### src/rtl/conv_pkg.sv
// conv_pkg: shared types and constants for the convolution MAC feeder.
//   state_t   - sequencer FSM states
//   operand_t - signed MAC operand (CONV_WIDTH bits)
//   acc_t     - signed MAC accumulator/result (CONV_ACC_WIDTH bits)
package conv_pkg;

    localparam int CONV_WIDTH     = 14;
    localparam int CONV_ACC_WIDTH = 28;

    typedef logic signed [CONV_WIDTH-1:0]     operand_t;
    typedef logic signed [CONV_ACC_WIDTH-1:0] acc_t;

    typedef enum logic [2:0] {
        S_IDLE,
        S_CLEAR,
        S_ISSUE,
        S_DRAIN,
        S_EMIT,
        S_FINISH
    } state_t;

endpackage

### src/rtl/conv_regfile.sv
// conv_regfile: single write port, combinational read array.
//   clk, reset        - clock, async active-high reset (clears every entry)
//   wr_en/addr/data   - synchronous write port
//   rd_addr, rd_data  - combinational read port
module conv_regfile #(
    parameter  int DEPTH = 16,
    parameter  int WIDTH = 14,
    localparam int AW    = (DEPTH > 1) ? $clog2(DEPTH) : 1
) (
    input  logic                    clk,
    input  logic                    reset,
    input  logic                    wr_en,
    input  logic [AW-1:0]           wr_addr,
    input  logic signed [WIDTH-1:0] wr_data,
    input  logic [AW-1:0]           rd_addr,
    output logic signed [WIDTH-1:0] rd_data
);

    logic signed [WIDTH-1:0] mem [DEPTH];

    always_ff @(posedge clk or posedge reset) begin
        if (reset) begin
            for (int i = 0; i < DEPTH; i++) mem[i] <= '0;
        end else if (wr_en && (int'(wr_addr) < DEPTH)) begin
            mem[wr_addr] <= wr_data;
        end
    end

    assign rd_data = mem[rd_addr];

endmodule

### src/rtl/conv_mac_feeder.sv
// conv_mac_feeder: sequences a pipelined MAC to compute y[k] = sum_j x[k+j]*w[j].
//   clk, reset              - clock, async active-high reset
//   x_wr_*, w_wr_*          - host load ports for samples/taps (IDLE only)
//   start                   - begin a pass (IDLE only)
//   busy, done              - pass in progress / one-cycle end-of-pass pulse
//   mac_a, mac_b            - operands, zero when mac_valid_in=0
//   mac_valid_in, mac_clr   - operand strobe / one-cycle accumulator clear
//   mac_valid_out, mac_f    - MAC result strobe and accumulator value
//   y, y_idx, y_valid       - result, its index k, one-cycle strobe
//
// state  | meaning
// IDLE   | waiting for start, register files writable
// CLEAR  | clear MAC accumulator, reset j and rcv
// ISSUE  | stream M operand pairs x[k+j], w[j]
// DRAIN  | wait until M results have been counted
// EMIT   | present y[k]
// FINISH | pulse done
module conv_mac_feeder
    import conv_pkg::*;
#(
    parameter  int N         = 16,
    parameter  int M         = 4,
    parameter  int WIDTH     = CONV_WIDTH,
    parameter  int ACC_WIDTH = CONV_ACC_WIDTH,
    localparam int AW        = (N > 1) ? $clog2(N) : 1,
    localparam int MW        = (M > 1) ? $clog2(M) : 1
) (
    input  logic                        clk,
    input  logic                        reset,
    input  logic                        x_wr_en,
    input  logic [AW-1:0]               x_wr_addr,
    input  logic signed [WIDTH-1:0]     x_wr_data,
    input  logic                        w_wr_en,
    input  logic [MW-1:0]               w_wr_addr,
    input  logic signed [WIDTH-1:0]     w_wr_data,
    input  logic                        start,
    output logic                        busy,
    output logic                        done,
    output logic signed [WIDTH-1:0]     mac_a,
    output logic signed [WIDTH-1:0]     mac_b,
    output logic                        mac_valid_in,
    output logic                        mac_clr,
    input  logic                        mac_valid_out,
    input  logic signed [ACC_WIDTH-1:0] mac_f,
    output logic signed [ACC_WIDTH-1:0] y,
    output logic [AW-1:0]               y_idx,
    output logic                        y_valid
);

    localparam int RW = $clog2(M + 1);

    state_t              state, state_nxt;
    logic [AW-1:0]       k;
    logic [MW-1:0]       j;
    logic [RW-1:0]       rcv;
    logic                capture;
    logic                last_issue;
    logic                last_k;
    logic [AW-1:0]       x_rd_addr;
    logic signed [WIDTH-1:0] x_rd, w_rd;

    assign x_rd_addr  = k + AW'(j);
    assign last_issue = (j == MW'(M - 1));
    assign last_k     = (k == AW'(N - M));
    // The M-th result may land while still issuing if the MAC is faster than M cycles.
    assign capture    = ((state == S_ISSUE) || (state == S_DRAIN)) &&
                        mac_valid_out && (rcv == RW'(M - 1));

    conv_regfile #(.DEPTH(N), .WIDTH(WIDTH)) u_x_rf (
        .clk     (clk),
        .reset   (reset),
        .wr_en   (x_wr_en && (state == S_IDLE)),
        .wr_addr (x_wr_addr),
        .wr_data (x_wr_data),
        .rd_addr (x_rd_addr),
        .rd_data (x_rd)
    );

    conv_regfile #(.DEPTH(M), .WIDTH(WIDTH)) u_w_rf (
        .clk     (clk),
        .reset   (reset),
        .wr_en   (w_wr_en && (state == S_IDLE)),
        .wr_addr (w_wr_addr),
        .wr_data (w_wr_data),
        .rd_addr (j),
        .rd_data (w_rd)
    );

    always_ff @(posedge clk or posedge reset) begin
        if (reset) state <= S_IDLE;
        else       state <= state_nxt;
    end

    always_comb begin
        state_nxt = state;
        unique case (state)
            S_IDLE:   if (start) state_nxt = S_CLEAR;
            S_CLEAR:  state_nxt = S_ISSUE;
            S_ISSUE: begin
                if (capture)         state_nxt = S_EMIT;
                else if (last_issue) state_nxt = S_DRAIN;
            end
            S_DRAIN:  if (capture) state_nxt = S_EMIT;
            S_EMIT:   state_nxt = last_k ? S_FINISH : S_CLEAR;
            S_FINISH: state_nxt = S_IDLE;
            default:  state_nxt = S_IDLE;
        endcase
    end

    // Counters and result capture.
    always_ff @(posedge clk or posedge reset) begin
        if (reset) begin
            k   <= '0;
            j   <= '0;
            rcv <= '0;
            y   <= '0;
        end else begin
            if ((state == S_IDLE) && start) k <= '0;
            if (state == S_CLEAR) begin
                j   <= '0;
                rcv <= '0;
            end
            if ((state == S_ISSUE) && !last_issue) j <= j + 1'b1;
            if (((state == S_ISSUE) || (state == S_DRAIN)) && mac_valid_out)
                rcv <= rcv + 1'b1;
            if (capture) y <= mac_f;
            if ((state == S_EMIT) && !last_k) k <= k + 1'b1;
        end
    end

    // Registered outputs follow the state one cycle later, so mac_clr always
    // precedes the first operand pair of each output.
    always_ff @(posedge clk or posedge reset) begin
        if (reset) begin
            busy         <= 1'b0;
            done         <= 1'b0;
            mac_a        <= '0;
            mac_b        <= '0;
            mac_valid_in <= 1'b0;
            mac_clr      <= 1'b0;
            y_idx        <= '0;
            y_valid      <= 1'b0;
        end else begin
            busy         <= (state_nxt != S_IDLE);
            done         <= (state == S_FINISH);
            mac_valid_in <= (state == S_ISSUE);
            mac_a        <= (state == S_ISSUE) ? x_rd : '0;
            mac_b        <= (state == S_ISSUE) ? w_rd : '0;
            mac_clr      <= (state == S_CLEAR);
            y_valid      <= (state == S_EMIT);
            if (state == S_EMIT) y_idx <= k;
        end
    end

endmodule

### config.mk
export PLATFORM = sky130hd
export DESIGN_NAME = conv_mac_feeder
export DESIGN_NICKNAME = d
export VERILOG_FILES = /design/src/rtl/conv_pkg.sv /design/src/rtl/conv_regfile.sv /design/src/rtl/conv_mac_feeder.sv
export SDC_FILE = /design/constraint.sdc
export NUM_CORES = 1
export LEC_CHECK = 0
export ABC_CLOCK_PERIOD_IN_PS = 13820
export CORE_ASPECT_RATIO = 0.5
export CORE_UTILIZATION = 23
export CTS_BUF_LIST = sky130_fd_sc_hd__clkbuf_8
export CTS_CLUSTER_DIAMETER = 60
export CTS_CLUSTER_SIZE = 16
export DETAILED_ROUTE_END_ITERATION = 8
export PLACE_DENSITY_LB_ADDON = 0.3
export SLEW_MARGIN = 10
export SYNTH_ARGS = -nofsm -noshare
export SYNTH_HDL_FRONTEND = slang
export SYNTH_SLANG_ARGS = --single-unit
### constraint.sdc
create_clock -name clk -period 13.82 [get_ports clk]
set_clock_uncertainty 0.15 [all_clocks]
set_input_delay 2.764 -clock clk [delete_from_list [all_inputs] [get_ports clk]]
set_output_delay 2.764 -clock clk [all_outputs]
set_load 0.005 [all_outputs]
==> metrics <==
status=complete, no violations; max-slew violation count=0; filler cell count=between 6,000 and 7,000; clock latency at the later pin of the worst-skew pair=0.58 ns; most common cell in the netlist=dfrtp_1; routed wire length=40,330 um; antenna violations before repair=2; Slew headroom=25.05%; die outline height=187.6 um; clk buf depth=3; number of H-tree levels=2; first-pass GRT wire length=about 64,000 um; CTS tree=yes; Finished Layout Cells=2,220; Hold Violations, Final=0; P&R area growth vs syn=19.04%; post-CTS setup buffer count=0; full die area=roughly 70,000 um^2; Worst Hold Class=reg2reg; Die X=373.3 um; crit path max fanout=165; Detail Route Antenna Nets=0; vias in the first global route=between 10,000 and 15,000; Synth top area share=a little under three fifths; Netlist Area Pre-Place=roughly 16,000 um^2; sequential area share after synthesis=56.35%; final period utilization=36.80%; Switch Pwr=1.437 mW; internal power=roughly 2.5 mW; RSZ-0062 raised after global routing=no; top post-synthesis cells by area=dfrtp_1 56%, mux2_2 20%, mux2i_1 6.8%, nand3_1 3.8%, mux4_2 2.6%; Fmax=196.6 MHz; XOR/XNOR share of the synthesized area=0.1657%; CTS Sinks=357; dpl hpwl=about 23,000 um; DR pass1 iterations=4; clock-pin slew of the registers on the worst-case setup and hold paths=0.10 ns; WS Path Type=in2async; FF+latch count, synth=357; setup TNS=0 ns; Adder-Cell Fraction of Synth Area=less than 1%; Synth Area per Inst=13.17 um^2; YS warnings=0; hold slack=0.3314 ns; min Tclk post-route=5.086 ns; Worst Hold Depth=2; Clock power frac=19.2%; Starting Density=23.46%; hold buffers post-CTS=0; count of input and output buffers=132; share of post-route cells with drive strength above 1=29.58%; core area=~68,000 um^2; root buffer cell=clkbuf_8; Worst Setup End Kind=async pin; Sw Ratio=36.50%; maximum VDD drop=0.1692 mV; final count of negative-setup-slack endpoints=0; DR vias=9,774; io pins=133; pwr/cell area=208.5 nW/um^2; wire length per cell=about 18 um; Mapped Cells=1,204; Most used DFF post-synth=dfrtp_1; Netlist cell types=42; P_leak=8.678 nW; mux contribution to synthesized area=29.49%; gr ovfl total=0; max-cap viol count=0; critical path launch point type=primary input; worst r2r path cells=6; Post-Synth Simple-Gate Area=a little under a tenth; Logic pwr share=approximately two fifths; total placed cells including tap cells=2,158; Crit path required time=between 10 and 15 ns; FFs w/ async S/R, synth=100.0%; drt drc=0; top post-synthesis cells by count=357 x dfrtp_1, 283 x mux2_2, 119 x nand3_1; sequential share of power=39.1%; Yosys top cell by area=dfrtp_1; post-layout util=27.93%; Compound-Gate Fraction of Synth Area=1.421%; largest net degree at the start of global routing=roughly 170; nets@finish=1,374; DRT iter0 DRCs=593; GRT Overall Usage=11.64%; Net Count, Synth=around 1,300; total CTS buffers=35; Slew @ Worst Pin=1.122 ns; largest family of logic cells by synthesized area=multiplexers; EDFF count, synth=0; gp weighted congestion=0.7174; via-per-instance ratio=approximately 4.4; Worst Path Arrival=5.49 ns; Core Rows=67; post-cts resize count=0
-- layout by cell type (no fill, tap or decap), types with 5 or more instances in the layout --
master	count
bufinv_16	5
inv_6	6
nand2_1	102
clkdlybuf4s50_1	132
buf_4	13
nand3_1	119
nand4_1	27
ha_1	6
a22o_1	6
and3_1	15
inv_1	13
clkinv_2	5
clkbuf_8	35
dfrtp_1	357
mux4_2	18
o22ai_1	15
nor2_1	7
o21ai_0	7
mux2_2	283
mux2i_1	107
-- cells by family (layout without fill, tap and decap cells) --
family,count (synthesis),in the layout
other,0,1
xor gates and xnor gates,3,3
adders and majority gates,8,8
AOI/OAI and AO/OA,34,34
buffers and inverters,101,219
DFF,357,357
and+or+nand+nor,292,292
muxes,409,409
-- power by group through the flow --
stage	registers, mW	logic [mW]	clock network, mW
2_1_floorplan	1.51	1.15	0
3_3_place_gp	1.55	1.66	0
3_5_place_dp	1.56	1.67	0
4_1_cts	1.54	1.67	0.790
5_1_grt	1.58	1.79	0.837
6_report	1.54	1.64	0.757
-- layout make-up --
cell class | instances | area, um^2 | share of cell area [%]
repair buffers | 146 | 1439 | 7.625
diodes | 1 | 2.502 | 0.01326
clock buffers | 35 | 481.7 | 2.553
clock inverters | 26 | 302.8 | 1.605
flip-flops and latches | 357 | 8934 | 47.34
well taps | 897 | 1122 | 5.948
inverters | 12 | 52.55 | 0.2785
multi-input cells | 746 | 6536 | 34.64
-- critical path, stage by stage --
cell	delay, ns
clkdlybuf4s50_1	0.49
inv_8	0.55
buf_12	0.64
buf_4	0.88
-- registers in the layout, indices dropped and copies added, names as in the netlist, 2 cells and up --
signal,flops
y_idx,4
y,28
mac_b,14
k,4
j,2
state,3
u_x_rf.mem,224
rcv,3
mac_a,14
u_w_rf.mem,56
-- stage by stage --
stage | setup WS, ns | instance area [um^2] | power [mW]
after global routing | 8.226 | 18870 | 4.209
after CTS | 8.466 | 18870 | 4.002
after detailed placement | 7.830 | 18080 | 3.227
final | 8.734 | 18870 | 3.935
after global placement | 7.802 | 18080 | 3.219
after floorplan | 1.001 | 15850 | 2.658
-- routing by layer --
layer,routed length (um),part of all wire [%],up-vias,GRT usage (%)
li1,-,-,4491,-
met4,579,1.4,2,2.374
met3,1176,2.9,44,1.926
met2,19860,49,101,20.05
met1,18700,46,5136,15.38
met5,8,0.020,-,0
-- path summary, 6_finish.rpt --
| check | from | end | slack (ns) |
|---|---|---|---|
| setup / recovery | reset | u_x_rf.mem[100] | 8.73 |
| hold / removal | y[2] | y[2] | 0.33 |
| setup reg to reg | j[1] | mac_a[1] | 9.33 |
| hold reg to reg | y[2] | y[2] | 0.33 |
| max in group clk | x_wr_en | u_x_rf.mem[19] | 8.74 |
| min in group asynchronous | reset | mac_b[2] | 2.55 |
Power figures use the tool's default switching activity.
